## src/rtl/mod_check_pkg.sv

```systemverilog
// Shared types and width helpers for the round-robin mod-N residue checker.
// Each module derives its own RES_W / ID_W / CNT_W localparams from these helpers.
package mod_check_pkg;

  typedef enum logic [1:0] {
    IDLE,
    SHIFT,
    RESP
  } state_t;

  function automatic int res_width(input int modulus);
    return $clog2(modulus);
  endfunction

  function automatic int id_width(input int num_req);
    return ($clog2(num_req) < 1) ? 1 : $clog2(num_req);
  endfunction

  function automatic int cnt_width(input int data_w);
    return $clog2(data_w + 1);
  endfunction

endpackage

```

## src/rtl/mod_residue_serial.sv

```systemverilog
// Bit-serial residue engine: folds one MSB-first bit per enabled cycle into (value mod MOD).
module mod_residue_serial
  import mod_check_pkg::*;
#(
  parameter int MOD = 3
) (
  input  logic                        clk,
  input  logic                        rst,
  input  logic                        clr,
  input  logic                        en,
  input  logic                        din,
  output logic [res_width(MOD)-1:0]   residue
);

  localparam int RES_W = res_width(MOD);

  logic [RES_W:0]   dbl;
  logic [RES_W-1:0] res_nxt;

  // 2*r + b never reaches 2*MOD, so a single conditional subtract is a full reduction.
  always_comb begin
    dbl     = {residue, din};
    res_nxt = dbl[RES_W-1:0];
    if (dbl >= (RES_W+1)'(MOD)) res_nxt = RES_W'(dbl - (RES_W+1)'(MOD));
  end

  // NOTE: registers are updated with <= so every flop samples pre-edge values.
  always_ff @(posedge clk) begin
    if (rst || clr) residue <= '0;
    else if (en)    residue <= res_nxt;
  end

endmodule

```

## src/rtl/mod_check_sched.sv

```systemverilog
// Round-robin scheduler sharing one serial mod-N residue engine between NUM_REQ requesters.
module mod_check_sched
  import mod_check_pkg::*;
#(
  parameter int NUM_REQ = 4,
  parameter int DATA_W  = 8,
  parameter int MOD     = 3
) (
  input  logic                          clk,
  input  logic                          rst,
  input  logic [NUM_REQ-1:0]            req_valid,
  input  logic [NUM_REQ*DATA_W-1:0]     req_data,
  output logic [NUM_REQ-1:0]            req_ready,
  output logic                          rsp_valid,
  input  logic                          rsp_ready,
  output logic [id_width(NUM_REQ)-1:0]  rsp_id,
  output logic [res_width(MOD)-1:0]     rsp_residue,
  output logic                          rsp_divisible,
  output logic                          busy
);

  localparam int RES_W = res_width(MOD);
  localparam int ID_W  = id_width(NUM_REQ);
  localparam int CNT_W = cnt_width(DATA_W);

  state_t             state, state_nxt;
  logic [ID_W-1:0]    last_id, grant_id, rsp_id_q;
  logic [NUM_REQ-1:0] grant;
  logic               grant_vld, accept, shift_en, last_bit;
  logic [DATA_W-1:0]  shreg;
  logic [CNT_W-1:0]   bit_cnt;
  logic [RES_W-1:0]   residue;

  // Search upward from the requester after the last winner, wrapping round.
  // NOTE: every combinational output gets a default first so no latch is inferred.
  always_comb begin
    grant     = '0;
    grant_id  = '0;
    grant_vld = 1'b0;
    for (int k = 1; k <= NUM_REQ; k++) begin
      if (!grant_vld && req_valid[(int'(last_id) + k) % NUM_REQ]) begin
        grant_vld                              = 1'b1;
        grant_id                               = ID_W'((int'(last_id) + k) % NUM_REQ);
        grant[(int'(last_id) + k) % NUM_REQ]   = 1'b1;
      end
    end
  end

  assign accept   = (state == IDLE) && grant_vld;
  assign last_bit = (bit_cnt == CNT_W'(DATA_W - 1));

  always_ff @(posedge clk) begin
    if (rst) state <= IDLE;
    else     state <= state_nxt;
  end

  always_comb begin
    state_nxt = state;
    case (state)
      IDLE:    if (accept)    state_nxt = SHIFT;
      SHIFT:   if (last_bit)  state_nxt = RESP;
      RESP:    if (rsp_ready) state_nxt = IDLE;
      default: state_nxt = IDLE;
    endcase
  end

  always_comb begin
    req_ready     = '0;
    rsp_valid     = 1'b0;
    rsp_divisible = 1'b0;
    busy          = 1'b0;
    shift_en      = 1'b0;
    case (state)
      IDLE:  req_ready = grant;
      SHIFT: begin
        busy     = 1'b1;
        shift_en = 1'b1;
      end
      RESP: begin
        busy          = 1'b1;
        rsp_valid     = 1'b1;
        rsp_divisible = (residue == '0);
      end
      default: ;
    endcase
  end

  always_ff @(posedge clk) begin
    if (rst) begin
      last_id  <= ID_W'(NUM_REQ - 1);
      rsp_id_q <= '0;
      shreg    <= '0;
      bit_cnt  <= '0;
    end else if (accept) begin
      shreg    <= req_data[grant_id*DATA_W +: DATA_W];
      bit_cnt  <= '0;
      last_id  <= grant_id;
      rsp_id_q <= grant_id;
    end else if (shift_en) begin
      shreg    <= shreg << 1;
      bit_cnt  <= bit_cnt + CNT_W'(1);
    end
  end

  mod_residue_serial #(.MOD(MOD)) u_res (
    .clk     (clk),
    .rst     (rst),
    .clr     (accept),
    .en      (shift_en),
    .din     (shreg[DATA_W-1]),
    .residue (residue)
  );

  assign rsp_id      = rsp_id_q;
  assign rsp_residue = residue;

endmodule

```

## config.mk

```make
export PLATFORM = sky130hd
export DESIGN_NAME = mod_check_sched
export DESIGN_NICKNAME = d
export VERILOG_FILES = /design/src/rtl/mod_check_pkg.sv /design/src/rtl/mod_residue_serial.sv /design/src/rtl/mod_check_sched.sv
export SDC_FILE = /design/constraint.sdc
export NUM_CORES = 1
export LEC_CHECK = 0
export CAP_MARGIN = 40
export CORE_ASPECT_RATIO = 1.75
export CORE_MARGIN = 2
export CORE_UTILIZATION = 30
export DETAILED_ROUTE_END_ITERATION = 7
export GPL_ROUTABILITY_DRIVEN = 0
export SYNTH_ARGS = -nofsm -noshare
export SYNTH_HDL_FRONTEND = slang
export SYNTH_SLANG_ARGS = --single-unit
```

## constraint.sdc

```tcl
create_clock -name clk -period 9.9 [get_ports clk]
set_clock_uncertainty 0.2 [all_clocks]
set_input_delay 2.97 -clock clk [delete_from_list [all_inputs] [get_ports clk]]
set_output_delay 2.97 -clock clk [all_outputs]
set_load 0.01 [all_outputs]
```

==> flow_metrics.py, run 1 <==
metrics = {
    "worst_setup_path": {
        "worstPathRequired_ns": 6.73,
        "crit_chain": "clkdlybuf4s50_1 > mux4_2 > nor2b_1 > nor3b_1 > a22oi_1 > o21ai_0 > and2_1 > clkdlybuf4s50_1",
        "slowest_delay_ns": 0.60,
        "worst_path_max_delay_cell": "mux4_2",
        "critPathTopFamily": "buffers and inverters",
        "crit_path_max_fanout": 11,
        "path_buf_inv": 2,
        "startpoint_type": "input port",
        "end_kind": "output port",
        "crit_arrival_ns": 5.90,
        "crit_top_cell": "clkdlybuf4s50_1",
        "crit_type": "input port to output port",
    },
    "synthesis": {
        "synth_top_area_share": 0.209,
        "synth_edf_count": 0,
        "post-synth-top-count-cell": "nor2_1",
        "synthMuxAreaShare": 0.138,
        "synth_seq_cells": 20,
        "synth-compound-area-share": 0.329,
        "syn_nets": 280,
        "yosys_warnings": 0,
        "yosysSeqAreaShare": 0.209,
        "synth_top_family_by_area": "compound AO/OA/AOI/OAI gates",
        "async_flop_share": 0,
        "synth_common_cells": "nor2_1 (26), dfxtp_1 (20), ha_1 (14), mux2i_1 (14), o21ai_0 (12)",
        "synth_ff_type": "dfxtp_1",
        "synth-xor-area-share": 0.0137,
        "syn_inst": 227,
        "synth.largest_area_cell": "dfxtp_1",
        "synthesis.area_um2": 1910,
        "synth.avg_cell_area_um2": 8.42,
        "yosysUniqueCellTypes": 52,
        "synthAdderAreaFrac": 0.0916,
        "synth-simple-area-share": 0.159,
        "synth_area_leaders": "dfxtp_1 (21%), ha_1 (9.2%), mux2i_1 (7.3%)",
    },
    "place": {
        "numPortBuffers": 49,
        "hpwl_um": 4210,
        "pre_cts_slack_ns": 0.944,
        "placed_area_um2": 2430,
    },
    "drt": {
        "first_pass_iters": 4,
        "wl_per_cell_um": 16.0,
        "drc_errors": 0,
        "routed_wl_um": 5500,
        "drtIter0Drc": 77,
        "postRouteAntennaNets": 0,
        "vias": 1922,
        "viasPerCell": 5.59,
    },
    "power": {
        "swShare": 0.476,
        "ir_drop_mv": 0.166,
        "leakage_nw": 0.914,
        "intPower_mw": 0.399,
        "comb_power_share": 0.724,
        "power_density_nw_per_um2": 305,
        "p_sw_mw": 0.362,
        "p_seq_frac": 0.166,
        "p_clk_frac": 0.110,
    },
    "floorplan": {
        "die_h_um": 110,
        "io_pins": 50,
        "coreArea_um2": 6180,
        "rows": 38,
        "dieArea_um2": 7050,
        "initial_core_util": 0.309,
        "dieWidth_um": 64.3,
    },
    "clocking": {
        "clock_latency_ns": 0.27,
        "cts-htree-levels": 1,
        "cts_resized": 0,
        "numCtsBuffers": 3,
        "cts_sinks": 20,
        "root_buffer": "clkbuf_8",
        "cts_tree": "yes",
        "holdBufCountCts": 0,
        "postCtsSetupBuffers": 0,
        "clkTransAtPathRegs_ns": 0.07,
        "clockBufferDepth": 2,
    },
    "grt": {
        "grt_pass1_vias": 1965,
        "antenna_found_initial": 0,
        "grt_start_max_net_pins": 30,
        "grt_pass1_wl_um": 8980,
        "groute.usage.overall": 0.160,
        "gr-total-overflow": 0,
    },
    "cells_and_area": {
        "fin_util": 0.404,
        "area_growth_pct": 30.7,
        "nets": 318,
        "diodes": 0,
        "layout-drive-gt1-share": 0.0682,
        "stdcell_area_um2": 2500,
    },
    "worst_hold_path": {
        "hold_class": "register to register",
    },
    "sta": {
        "timing.final.crit_share": 0.916,
        "final-hold-violation-count": 0,
        "drv_slew": 0,
        "setup_ws_ns": 0.834,
        "setup_tns_ns": 0,
        "rsz0062_at_grt": "false",
        "finalSetupViolations": 0,
        "max_slew_margin": 0.443,
        "max_clock_freq_mhz": 110,
        "min_period_ns": 9.07,
        "holdWs_ns": 0.260,
        "worstMarginPinSlew_ns": 0.830,
    },
    "outcome": {
        "status": "completed",
    },
    "flow_run": {
        "maxCapViolations": 0,
    },
}
==> power groups by stage <==
stage               Clock, mW  Sequential, mW  Combinational, mW
floorplan                   0           0.125              0.414
global placement            0           0.128              0.543
detailed placement          0           0.128              0.548
CTS                    0.0843           0.127              0.551
global route           0.0884           0.130              0.607
finish                 0.0836           0.127              0.552
==> cell type report <==
class                   count  area [um2]
clock buffers               3        41.3
clock inverters             1        30.0
fillers                   659        3680
inverters                   6        22.5
multi-input cells         183        1400
flip-flops and latches     20         400
well taps                  80         100
repair buffers             51         505
==> tightest hold or removal path, cell delays in order, from the launching register on <==
cell and delay (ns):
dfxtp_1 0.31, nand2_1 0.05, a21oi_1 0.05
==> cells in the final DEF, fill, tap and decap left out, types with 3 or more instances in the layout <==
cell             synthesis  final
nand3_1                  5      5
nor2_1                  26     26
nor2b_1                  5      5
nor3_1                   8      8
a221oi_1                 5      5
o22a_1                   3      3
a22oi_1                  8      8
ha_1                    14     14
a211o_1                  4      4
nand2_1                  6      6
o21ai_0                 12     12
inv_1                    6      6
mux2_2                   3      3
clkdlybuf4s50_1          0     49
and2_1                   4      4
dfxtp_1                 20     20
a21oi_1                  9      9
mux4_2                   4      4
mux2i_1                 14     14
a2111o_1                 4      4
o22ai_1                 10     10
clkbuf_8                 0      3
a31oi_1                  3      3
nand2b_1                 3      3
==> registers in the layout (all words and copies together), names as in the netlist <==
| signal | count |
|---|---|
| shreg | 8 |
| bit_cnt | 4 |
| last_id | 2 |
| rsp_id | 2 |
| state | 2 |
| u_res.residue | 2 |
==> routing by layer <==
layer  vias to the layer above  wire [um]  track usage
met4                         0        114       0.0593
li1                        948          -            -
met3                        10        142       0.0123
met1                       918       2260        0.176
met5                         -          0            0
met2                        46       2980        0.312
==> worst paths after layout <==
path	startpoint	to	slack [ns]	depth (start not counted)
worst max-delay path	req_valid[3]	req_ready[0]	0.83	8
worst min-delay path	rsp_id[0]	rsp_id[0]	0.26	2
worst max register to register	last_id[0]	shreg[3]	6.11	9
worst min register to register	rsp_id[0]	rsp_id[0]	0.26	2
==> through the flow <==
stage	instances	power [mW]
detailed placement	340	0.677
CTS	344	0.762
finish	344	0.762
global placement	339	0.671
global route	344	0.826
floorplan	227	0.540
==> logic make-up (layout without fill, tap and decap cells) <==
| group | Yosys count | in the layout |
|---|---|---|
| adders and majority gates | 14 | 14 |
| muxes | 21 | 21 |
| and+or+nand+nor | 63 | 63 |
| xor gates and xnor gates | 3 | 3 |
| AOI/OAI and AO/OA | 82 | 82 |
| buffers and inverters | 24 | 61 |
| DFF | 20 | 20 |
Note: power is estimated with default switching activity, not from simulation.
==> run 2, diff against run 1 <==
- CORE_ASPECT_RATIO: 1.75 -> default
==> run 2 against run 1 <==
Register-to-register slack better by 0.13 ns. First-iteration DRC count up 23%. Die area down 0.36%. Utilization down 0.45 points. Clock power about the same. Design area down 0.15%. Power about the same. Worst setup slack better by 0.052 ns. Largest cell class unchanged. Largest power group unchanged.
==> flow_metrics.py, run 2 (synthesized netlist as in run 1, its figures left out) <==
metrics = {
    "drt": {
        "routed_wl_um": 5340,
        "postRouteAntennaNets": 0,
        "wl_per_cell_um": 15.6,
        "viasPerCell": 5.67,
        "drtIter0Drc": 95,
        "drc_errors": 0,
        "first_pass_iters": 4,
        "vias": 1932,
    },
    "cells_and_area": {
        "reg_top3": "shreg: 8 flops, bit_cnt: 4 flops",
        "nets": 318,
        "diodes": 0,
        "multi_input_area_um2": 1400,
        "final_cell_mix": "clkdlybuf4s50_1 (49), nor2_1 (26), dfxtp_1 (20)",
        "regMostFlops": "shreg",
        "regArea_um2": 400,
        "fillerInstances": 639,
        "layout-drive-gt1-share": 0.0682,
        "layout_commonest_cell": "clkdlybuf4s50_1",
        "area_growth_pct": 30.5,
        "largest_reg_flops": 8,
    },
    "grt": {
        "gr-total-overflow": 0,
        "grt_start_max_net_pins": 29,
        "antenna_found_initial": 0,
        "groute.usage.overall": 0.149,
        "grt_pass1_wl_um": 8670,
        "grt_pass1_vias": 1780,
    },
    "flow_run": {
        "maxCapViolations": 0,
    },
    "worst_setup_path": {
        "worstPathRequired_ns": 6.73,
        "slowest_delay_ns": 0.59,
        "r2r-end": "shreg[5]",
        "crit_top_cell": "clkdlybuf4s50_1",
        "crit_arrival_ns": 5.84,
        "worstSetupEndpoint": "req_ready[2]",
        "startpoint": "req_valid[3]",
        "crit_path_max_fanout": 11,
        "reg2reg_depth": 8,
        "worst_path_max_delay_cell": "mux4_2",
        "crit_chain": "clkdlybuf4s50_1 > mux4_2 > nor2b_1 > nor3b_1 > a22oi_1 > o21ai_0 > and2_1 > clkdlybuf4s50_1",
        "crit_type": "input port to output port",
        "end_kind": "output port",
        "r2r_setup_slack_ns": 6.24,
        "startpoint_type": "input port",
        "rr_startpoint": "last_id[1]",
    },
    "sta": {
        "setup_tns_ns": 0,
        "rsz0062_at_grt": "false",
        "timing.final.crit_share": 0.911,
        "drv_slew": 0,
        "final-hold-violation-count": 0,
        "max_slew_margin": 0.408,
        "worstMarginPinSlew_ns": 0.883,
        "min_period_ns": 9.01,
        "max_clock_freq_mhz": 111,
        "finalSetupViolations": 0,
        "setup_ws_ns": 0.886,
    },
    "clocking": {
        "holdBufCountCts": 0,
        "cts_sinks": 20,
        "clockBufferDepth": 2,
        "clkTransAtPathRegs_ns": 0.08,
        "postCtsSetupBuffers": 0,
        "cts-htree-levels": 1,
        "numCtsBuffers": 3,
        "cts_tree": "yes",
        "cts_resized": 0,
        "clock_latency_ns": 0.26,
        "root_buffer": "clkbuf_8",
    },
    "floorplan": {
        "coreArea_um2": 6240,
        "io_pins": 50,
        "rows": 29,
        "dieWidth_um": 83.8,
        "initial_core_util": 0.306,
        "dieArea_um2": 7030,
        "die_h_um": 83.8,
    },
    "outcome": {
        "status": "completed",
    },
    "power": {
        "ir_drop_mv": 0.109,
        "power_density_nw_per_um2": 305,
        "leakage_nw": 0.914,
    },
    "place": {
        "pre_cts_slack_ns": 0.948,
        "numPortBuffers": 49,
        "hpwl_um": 4020,
    },
    "worst_hold_path": {
        "hold_class": "register to register",
    },
}
-- run 2: cell counts in the layout (fill, tap and decap cells not counted) --
Identical to the previous run, type by type.
-- run 2: worst min path at each step --
stage | startpoint | slack, ns | endpoint | cells past startpoint
6_report | rsp_id[0] | 0.27 | rsp_id[0] | 2
5_1_grt | rsp_id[0] | 0.32 | rsp_id[0] | 2
4_1_cts | rsp_id[0] | 0.27 | rsp_id[0] | 2
3_5_place_dp | rsp_id[0] | 0.25 | rsp_id[0] | 2
3_3_place_gp | rsp_id[0] | 0.25 | rsp_id[0] | 2
2_1_floorplan | bit_cnt[3] | 0.27 | bit_cnt[3] | 2
-- run 2: final cells by class --
| class | count | area share |
|---|---|---|
| repair buffers | 51 | 0.203 |
| flip-flops and latches | 20 | 0.160 |
| well taps | 77 | 0.0386 |
| clock inverters | 1 | 0.0120 |
| inverters | 6 | 0.00903 |
| multi-input cells | 183 | 0.561 |
| clock buffers | 3 | 0.0165 |
-- run 2: stage by stage --
| stage | area [um2] | util | instances | hold WS, ns | total power, mW |
|---|---|---|---|---|---|
| 6_report | 2490 | 0.400 | 341 | 0.271 | 0.761 |
| 5_1_grt | 2490 | 0.400 | 341 | 0.318 | 0.825 |
| 4_1_cts | 2490 | 0.400 | 341 | 0.269 | 0.762 |
| 3_5_place_dp | 2420 | 0.388 | 337 | 0.252 | 0.675 |
| 3_3_place_gp | 2420 | 0.387 | 336 | 0.254 | 0.669 |
| 2_1_floorplan | 1910 | - | 227 | 0.272 | 0.540 |
-- run 2: per-layer routing --
layer,GRT usage,up-vias,part of all wire
met5,0,-,0
met3,0.0237,2,0.038
li1,-,958,-
met2,0.253,46,0.50
met4,0.0235,0,0.0030
met1,0.203,926,0.46
-- run 2: where the power goes --
part | leakage (nW) | switching [mW] | total, mW | internal [mW]
Sequential | 0.165 | 0.0206 | 0.127 | 0.106
Combinational | 0.714 | 0.312 | 0.551 | 0.239
Clock | 0.0357 | 0.0294 | 0.0834 | 0.0540
Total | 0.914 | 0.362 | 0.761 | 0.399
-- run 2: critical path, delay by kind of cell --
| family | cells | cell delay (ns) |
|---|---|---|
| mux | 1 | 0.59 |
| simple gates | 3 | 0.97 |
| compound gates | 2 | 0.22 |
| buf+inv | 2 | 1.08 |
==> run 3, diff against run 2 <==
- REMOVE_ABC_BUFFERS: default -> 1
==> run 3 against run 2 <==
Sequential cell count stayed put. First-iteration DRC count is 23% lower. Power is 4.1% lower. Sequential power hardly changed. Hold slack better by 0.0038 ns. Wire length is 4.8% lower. Utilization is 0.26 points lower. Via count is 4.1% lower. Largest power group unchanged. Highest routed layer unchanged.
==> flow_metrics.py, run 3 (synthesized netlist as in run 1, its figures left out) <==
metrics = {
    "drt": {
        "first_pass_iters": 6,
        "routed_wl_um": 5080,
        "vias": 1852,
        "viasPerCell": 5.43,
        "drc_errors": 0,
        "wl_per_cell_um": 14.9,
        "postRouteAntennaNets": 0,
        "drtIter0Drc": 73,
    },
    "clocking": {
        "postCtsSetupBuffers": 0,
        "cts_resized": 0,
        "cts-htree-levels": 1,
        "holdBufCountCts": 0,
        "numCtsBuffers": 3,
        "clockBufferDepth": 2,
        "cts_tree": "yes",
        "clkTransAtPathRegs_ns": 0.07,
        "clock_latency_ns": 0.26,
        "cts_sinks": 20,
        "root_buffer": "clkbuf_8",
    },
    "grt": {
        "grt_pass1_vias": 1746,
        "met2_usage": 0.235,
        "grt_start_max_net_pins": 30,
        "grt.met1_usage": 0.210,
        "antenna_found_initial": 0,
        "grt_pass1_wl_um": 8640,
        "gr-total-overflow": 0,
        "met3_usage": 0.0317,
        "grt-busiest-layer": "met2",
        "groute.usage.overall": 0.148,
    },
    "power": {
        "ir_drop_mv": 0.121,
        "leakage_nw": 0.907,
        "power_density_nw_per_um2": 295,
        "total_power_mw": 0.730,
    },
    "sta": {
        "setup_tns_ns": 0,
        "max_clock_freq_mhz": 112,
        "max_slew_margin": 0.420,
        "finalSetupViolations": 0,
        "min_period_ns": 8.95,
        "worstMarginPinSlew_ns": 0.865,
        "rsz0062_at_grt": "false",
        "timing.final.crit_share": 0.904,
        "drv_slew": 0,
        "holdWs_ns": 0.274,
        "final-hold-violation-count": 0,
    },
    "worst_setup_path": {
        "critPathTopFamily": "buffers and inverters",
        "crit_path_max_fanout": 11,
        "r2r_setup_slack_ns": 6.18,
        "crit_chain": "clkdlybuf4s50_1 > mux4_2 > nor2b_1 > nor3b_1 > a22oi_1 > o21ai_0 > and2_1 > clkdlybuf4s50_1",
        "slowest_delay_ns": 0.59,
        "worstSetupEndpoint": "req_ready[0]",
        "path_buf_inv": 2,
        "startpoint_type": "input port",
        "reg2reg_depth": 9,
        "crit_arrival_ns": 5.78,
        "startpoint": "req_valid[3]",
        "worst_path_max_delay_cell": "mux4_2",
        "crit_top_cell": "clkdlybuf4s50_1",
        "crit_type": "input port to output port",
        "end_kind": "output port",
        "r2r-end": "shreg[4]",
        "rr_startpoint": "last_id[0]",
        "worstPathRequired_ns": 6.73,
        "cp.depth": 8,
    },
    "floorplan": {
        "coreArea_um2": 6240,
        "initial_core_util": 0.306,
        "die_h_um": 83.8,
        "dieWidth_um": 83.8,
        "rows": 29,
        "dieArea_um2": 7030,
        "io_pins": 50,
    },
    "cells_and_area": {
        "nets": 318,
        "final_cell_mix": "clkdlybuf4s50_1 (49), nor2_1 (26), dfxtp_1 (20)",
        "layout_commonest_cell": "clkdlybuf4s50_1",
        "fillerInstances": 639,
        "fin_util": 0.397,
        "layout-drive-gt1-share": 0.0682,
        "regMostFlops": "shreg",
        "largest_reg_flops": 8,
        "diodes": 0,
        "reg_top3": "shreg: 8 flops, bit_cnt: 4 flops",
        "area_growth_pct": 29.6,
    },
    "place": {
        "numPortBuffers": 49,
        "hpwl_um": 3830,
    },
    "worst_hold_path": {
        "hold_class": "register to register",
    },
    "outcome": {
        "status": "completed",
    },
    "flow_run": {
        "maxCapViolations": 0,
    },
}
==> run 3: layout make-up <==
type                            count  area [um2]  share of cell area
Multi-Input combinational cell    183        1400               0.564
Clock buffer                        4        55.1              0.0222
Sequential cell                    20         400               0.162
Timing Repair Buffer               51         505               0.204
Inverter                            6        22.5             0.00909
Tap cell                           77        96.3              0.0389
==> run 3: per-layer routing <==
layer,wire length (um),part of all wire
met1,2440,0.48
met2,2400,0.47
met3,202,0.040
met4,37,0.0073
met5,0,0
==> run 3: power breakdown <==
group / switching, mW / internal (mW)
registers: 0.0210 / 0.106
logic: 0.302 / 0.239
clock network: 0.0268 / 0.0354
total: 0.350 / 0.381
==> run 3: worst min-delay path: stages, from the launching register on <==
cell     delay (ns)
dfxtp_1        0.32
nand2_1        0.05
a21oi_1        0.05
==> run 3: stage by stage <==
step                instance area [um2]  cells  setup slack [ns]
detailed placement                 2420    337             0.995
global route                       2480    341             0.746
global placement                   2420    336              1.07
CTS                                2480    341             0.998
floorplan                          1820    209              2.28
finish                             2480    341             0.951
==> run 3: how the worst min path moves through the flow <==
stage                     from    endpoint  slack (ns)  cells past startpoint
global placement     rsp_id[0]   rsp_id[0]        0.26                      2
CTS                  rsp_id[0]   rsp_id[0]        0.28                      2
global route         rsp_id[0]   rsp_id[0]        0.31                      2
floorplan           bit_cnt[3]  bit_cnt[3]        0.27                      2
detailed placement   rsp_id[0]   rsp_id[0]        0.26                      2
finish               rsp_id[0]   rsp_id[0]        0.27                      2
